## config.mk

```make
export PLATFORM = sky130hd
export DESIGN_NAME = bcd_tick_counter_flat
export DESIGN_NICKNAME = d
export VERILOG_FILES = /design/src/rtl/bcd_tick_counter_pkg.sv /design/src/rtl/bcd_tick_counter_if.sv /design/src/rtl/bcd_tick_counter_digit.sv /design/src/rtl/bcd_tick_counter.sv /design/src/flat_wrapper.sv
export SDC_FILE = /design/constraint.sdc
export NUM_CORES = 1
export LEC_CHECK = 0
export BUFFER_PORTS_ARGS = -buffer_cell sky130_fd_sc_hd__buf_4
export CAP_MARGIN = 20
export CORE_MARGIN = 4
export CORE_UTILIZATION = 46
export CTS_CLUSTER_DIAMETER = 60
export CTS_CLUSTER_SIZE = 8
export DETAILED_ROUTE_END_ITERATION = 12
export PLACE_DENSITY = 0.75
export REMOVE_ABC_BUFFERS = 1
export SLEW_MARGIN = 20
export SYNTH_ARGS = -nofsm -noshare
export SYNTH_HDL_FRONTEND = slang
export SYNTH_SLANG_ARGS = --single-unit
```

## constraint.sdc

```tcl
create_clock -name clock -period 3.1 [get_ports clock]
set_clock_uncertainty 0.2 [all_clocks]
set_input_delay 0 -clock clock [delete_from_list [all_inputs] [get_ports clock]]
set_output_delay 0 -clock clock [all_outputs]
set_load 0.01 [all_outputs]
```

## src/rtl/bcd_tick_counter_pkg.sv

```systemverilog
`default_nettype none
// ============================================================================
// Module   : bcd_tick_counter_pkg
// Brief    : Shared digit type and limits for the BCD tick counter.
// Revision : 1.0  initial release
// ============================================================================
package bcd_tick_counter_pkg;

    typedef logic [3:0] bcd_digit_t;

    localparam bcd_digit_t BCD_MAX    = 4'd9;
    localparam bcd_digit_t BCD_MIN    = 4'd0;
    localparam int         MAX_DIGITS = 4;

endpackage
`default_nettype wire

```

## src/rtl/bcd_tick_counter_if.sv

```systemverilog
`default_nettype none
// ============================================================================
// Module   : bcd_tick_counter_if
// Brief    : Control and count bus between the rate divider and the counter.
// Revision : 1.0  initial release
// ============================================================================
interface bcd_tick_counter_if #(
    parameter int DIGITS = 2
);
    logic                  tick;
    logic                  run;
    logic                  up;
    logic                  load;
    logic [4*DIGITS-1:0]   load_value;
    logic [4*DIGITS-1:0]   bcd;
    logic                  wrap;
    logic                  zero;

    modport master (
        output tick, run, up, load, load_value,
        input  bcd, wrap, zero
    );

    modport slave (
        input  tick, run, up, load, load_value,
        output bcd, wrap, zero
    );
endinterface
`default_nettype wire

```

## src/rtl/bcd_tick_counter_digit.sv

```systemverilog
`default_nettype none
// ============================================================================
// Module   : bcd_digit
// Brief    : One registered BCD digit with clamped load and ripple carry/borrow.
// Revision : 1.0  initial release
// ============================================================================
module bcd_digit
    import bcd_tick_counter_pkg::*;
(
    input  wire logic clock,
    input  wire logic reset,
    input  wire logic en,
    input  wire logic up,
    input  wire logic load,
    input  bcd_digit_t load_nibble,
    output bcd_digit_t value,
    output bcd_digit_t next_value,
    output logic       carry,
    output logic       borrow
);

    always_comb begin
        next_value = value;
        if (load) begin
            next_value = (load_nibble > BCD_MAX) ? BCD_MAX : load_nibble;
        end else if (en) begin
            if (up)
                next_value = (value == BCD_MAX) ? BCD_MIN : value + 4'd1;
            else
                next_value = (value == BCD_MIN) ? BCD_MAX : value - 4'd1;
        end
    end

    // Combinational so a full chain of 9s/0s ripples within one cycle.
    assign carry  = en &  up & (value == BCD_MAX);
    assign borrow = en & ~up & (value == BCD_MIN);

    always_ff @(posedge clock) begin
        if (reset)
            value <= BCD_MIN;
        else
            value <= next_value;
    end

endmodule
`default_nettype wire

```

## src/rtl/bcd_tick_counter.sv

```systemverilog
`default_nettype none
// ============================================================================
// Module   : bcd_tick_counter
// Brief    : DIGITS-wide BCD up/down counter with load, run/hold and wrap pulse.
//            Define BCD_TICK_COUNTER_SATURATE_EN to saturate instead of rolling.
// Revision : 1.0  initial release
// ============================================================================
module bcd_tick_counter
    import bcd_tick_counter_pkg::*;
#(
    parameter int DIGITS = 2
) (
    input  wire logic          clock,
    input  wire logic          reset,
    bcd_tick_counter_if.slave  bus
);

    if (DIGITS < 1 || DIGITS > MAX_DIGITS) begin : g_bad_digits
        $error("bcd_tick_counter: DIGITS must be in 1..%0d", MAX_DIGITS);
    end

    logic [DIGITS-1:0]   en;
    logic [DIGITS-1:0]   carry;
    logic [DIGITS-1:0]   borrow;
    logic [4*DIGITS-1:0] value_vec;
    logic [4*DIGITS-1:0] next_vec;
    logic                count_req;
    logic                step;
    logic                wrap_next;
    logic                wrap_q;
    logic                zero_q;

    // A tick coinciding with load is dropped.
    assign count_req = bus.tick & bus.run & ~bus.load;

`ifdef BCD_TICK_COUNTER_SATURATE_EN
    logic at_max;
    logic at_min;
    logic limit;

    always_comb begin
        at_max = 1'b1;
        at_min = 1'b1;
        for (int i = 0; i < DIGITS; i++) begin
            if (value_vec[4*i +: 4] != BCD_MAX) at_max = 1'b0;
            if (value_vec[4*i +: 4] != BCD_MIN) at_min = 1'b0;
        end
    end

    // At the limit the step is suppressed but wrap still flags "limit hit".
    assign limit     = bus.up ? at_max : at_min;
    assign step      = count_req & ~limit;
    assign wrap_next = count_req & limit;
`else
    assign step      = count_req;
    assign wrap_next = carry[DIGITS-1] | borrow[DIGITS-1];
`endif

    assign en[0] = step;

    for (genvar i = 0; i < DIGITS; i++) begin : g_digit
        if (i > 0) begin : g_chain
            assign en[i] = carry[i-1] | borrow[i-1];
        end

        bcd_digit u_digit (
            .clock       (clock),
            .reset       (reset),
            .en          (en[i]),
            .up          (bus.up),
            .load        (bus.load),
            .load_nibble (bus.load_value[4*i +: 4]),
            .value       (value_vec[4*i +: 4]),
            .next_value  (next_vec[4*i +: 4]),
            .carry       (carry[i]),
            .borrow      (borrow[i])
        );
    end

    always_ff @(posedge clock) begin
        if (reset) begin
            wrap_q <= 1'b0;
            zero_q <= 1'b1;
        end else begin
            wrap_q <= wrap_next;
            zero_q <= (next_vec == '0);
        end
    end

    assign bus.bcd  = value_vec;
    assign bus.wrap = wrap_q;
    assign bus.zero = zero_q;

endmodule
`default_nettype wire
```

## src/flat_wrapper.sv

```systemverilog
// flat-port wrapper written by rule: the top's interface ports become plain ports
module bcd_tick_counter_flat import bcd_tick_counter_pkg::*;
#(
    parameter int DIGITS = 2
)
  (clock, reset, bus_tick, bus_run, bus_up, bus_load, bus_load_value, bus_bcd, bus_wrap, bus_zero);
  bcd_tick_counter_if #(.DIGITS(DIGITS)) bus_i ();
  input  wire logic clock;
  input  wire logic reset;
  input wire logic [$bits(bus_i.tick)-1:0] bus_tick;
  input wire logic [$bits(bus_i.run)-1:0] bus_run;
  input wire logic [$bits(bus_i.up)-1:0] bus_up;
  input wire logic [$bits(bus_i.load)-1:0] bus_load;
  input wire logic [$bits(bus_i.load_value)-1:0] bus_load_value;
  output wire logic [$bits(bus_i.bcd)-1:0] bus_bcd;
  output wire logic [$bits(bus_i.wrap)-1:0] bus_wrap;
  output wire logic [$bits(bus_i.zero)-1:0] bus_zero;
  assign bus_i.tick = bus_tick;
  assign bus_i.run = bus_run;
  assign bus_i.up = bus_up;
  assign bus_i.load = bus_load;
  assign bus_i.load_value = bus_load_value;
  assign bus_bcd = bus_i.bcd;
  assign bus_wrap = bus_i.wrap;
  assign bus_zero = bus_i.zero;
  bcd_tick_counter #(.DIGITS(DIGITS)) u_core (.clock(clock), .reset(reset), .bus(bus_i));
endmodule
```

==> results_dict.tcl <==
set metrics [dict create \
    post-route-period-util 0.806 \
    path_clk_slew_ps 70 \
    wl_mm 2.42 \
    synthToLayoutAreaGrowth_pct 34.0 \
    muxShareOfSynthArea 0.0231 \
    slew_viol_final 0 \
    synth-seq-area-share 0.231 \
    gr-total-overflow 0 \
    numCtsBuffers 3 \
    io_buffer_count 23 \
    grt_max_degree 17 \
    synth_edf_count 0 \
    cap_violations 0 \
    fin_util 0.660 \
    arrival_ps 2520 \
    synth_cells 124 \
    drc_errors 0 \
    ys_ff_latch 10 \
    post-route-min-period_ps 2500 \
    cts-root-buf "clkbuf_4" \
    antenna_found_initial 0 \
    num_io_pins 24 \
    dp_hpwl_mm 1.67 \
    ir_worst_vdd_uv 335 \
    cts_tree "done" \
    maxSlewHeadroom 0.642 \
    antenna_cells 0 \
    first_iter_violations 47 \
    synth.distinct_cells 41 \
    p_clk_frac 0.299 \
    p_comb_frac 0.297 \
    finalHoldViolations 0 \
    final_antenna_net_count 0 \
    synth_fa_ha_area_frac 0 \
    p_int_w 0.000271 \
    detail_route.wl_per_cell_um 13.8 \
    critPathCaptureType "flop" \
    status "finished, final reports clean" \
    fin_ws_ps 600 \
    crit_type "flop to flop" \
    via_count 1020 \
    gp_congestion 0.923 \
    die_h_um 51.4 \
    layout.nets 166 \
    drive_above_1_share 0.192 \
    fmax_ghz 0.400 \
    clock_path_buffers 2 \
    viasPerCell 5.80 \
    p_per_area_nw_per_um2 343 \
    yosysTopAreaCellShare 0.231 \
    worst_pin_slew_ps 536 \
    dp_cells 162 \
    synth_top_area_cell "dfxtp_1" \
    num_rows 15 \
    clock_latency_ps 270 \
    synth_compound_area_frac 0.271 \
    final_cells 176 \
    dr.pass1.iters 4 \
    grt_pass1_wl_mm 4.13 \
    grt_pass1_vias 917 \
    syn_area_um2 868 \
    synth_area_leaders "dfxtp_1 23%, o21ai_0 6.9%, nor2_1 6.1%" \
    pwr-share-seq 0.404 \
    die-area_um2 2650 \
    initial_utilization 0.492 \
    die_w_um 51.4 \
    hp-class "input port to flop" \
    core_um2 1760 \
    holdWs_ps 23.2 \
    cp.required_ps 3120 \
    cts.sinks 10 \
    synthArstFlopShare 0 \
    synth_xor_area_frac 0.0403 \
    setup_viol 0 \
    rsz0062_at_grt "no" \
    swShare 0.321 \
    setup.worst_path.start_class "flop" \
    htree_levels 1 \
    cellLeakagePower_nw 0.487 \
    tns_ps 0 \
    yosysWarnings 0 \
    yosysMostFrequentCell "nor2_1" \
    switching_power_w 0.000128 \
    synth_area_per_cell_um2 7.00 \
    place_ws_ps 691 \
    grt_usage 0.204 \
    synthSimpleGateAreaFrac 0.353 \
    worstPathMaxFanout 16 \
    ys.flop_type "dfxtp_1" \
    synth_top_family_by_area "simple AND/OR/NAND/NOR gates" \
    synth.cells.most_frequent "14 x nor2_1, 12 x o21ai_0, 10 x dfxtp_1, 8 x clkbuf_1, 8 x nand3_1" \
]
-- final cells by class --
type | instances | area [um^2]
fillers | 164 | 601
inverters | 7 | 26.3
multi-input cells | 97 | 597
clock buffers | 4 | 36.3
repair buffers | 33 | 273
flip-flops and latches | 10 | 200
well taps | 25 | 31.3
-- flip-flops by register name (all words and copies together), names as in the netlist --
| signal | flops |
|---|---|
| u_core.bus.wrap | 1 |
| u_core.bus.zero | 1 |
| u_core.g_digit.u_digit.value | 8 |
-- cells by family (layout without fill, tap and decap cells) --
group / count (synthesis) / after routing
XOR/XNOR: 4 / 4
AND/OR/NAND/NOR: 57 / 57
multiplexers: 2 / 2
flip-flops: 10 / 10
AO/OA/AOI/OAI: 34 / 34
buffers and inverters: 17 / 44
-- what timing repair did --
item,in CTS,in global routing
gates resized for setup,0,0
hold endpoints to repair,10,0
setup endpoints to repair,0,0
hold buffers,10,0
setup buffers,0,0
-- metrics by stage --
step                area, um^2  total power [W]
floorplan                  823         0.000218
global placement          1030         0.000265
detailed placement        1030         0.000267
CTS                       1160         0.000396
global route              1160         0.000421
finish                    1160         0.000399
-- worst max-delay path, stage by stage, from the launching register on --
cell and delay (ps):
dfxtp_1 480, or3_4 470, a2111o_1 460, a32o_1 240, a211oi_2 240, and3_1 210, a41o_1 160
-- routing by layer --
layer,part of all wire,GRT usage,up-vias
li1,-,-,504
met1,0.43,0.268,479
met2,0.50,0.341,34
met3,0.053,0.0204,3
met4,0.011,0.0786,0
met5,0,0,-
-- power by group through the flow --
stage / sequential [W] / clock (W) / combinational (W)
6_report: 0.000161 / 0.000119 / 0.000119
3_5_place_dp: 0.000163 / 0 / 0.000105
5_1_grt: 0.000163 / 0.000127 / 0.000131
4_1_cts: 0.000160 / 0.000119 / 0.000117
3_3_place_gp: 0.000162 / 0 / 0.000103
2_1_floorplan: 0.000161 / 0 / 0.0000578
-- placed cells by master, fill, tap and decap left out, types with 2 or more instances in the layout --
cell,n
nor3b_1,2
dfxtp_1,10
dlygate4sd3_1,10
o211ai_1,2
a211oi_1,3
nand3_1,8
nor3_1,4
o21a_1,2
clkbuf_4,3
mux2i_1,2
o21ai_0,12
nor2b_1,5
xnor2_1,3
inv_1,7
buf_4,23
a21oi_1,3
nor4_1,3
nand3b_1,3
nor2_1,14
and3_1,4
nand2_1,7
-- final timing paths --
kind | slack [ps] | to | from | cells past startpoint
worst min register to register | 490 | u_core.bus.wrap | u_core.g_digit[1].u_digit.value[3] | 2
worst min-delay path | 20 | u_core.g_digit[1].u_digit.value[0] | bus_load_value[5] | 5
worst max-delay path | 600 | u_core.bus.zero | u_core.g_digit[0].u_digit.value[0] | 6
worst max register to register | 600 | u_core.bus.zero | u_core.g_digit[0].u_digit.value[0] | 6
No activity file was read; power rests on OpenSTA's default activity.
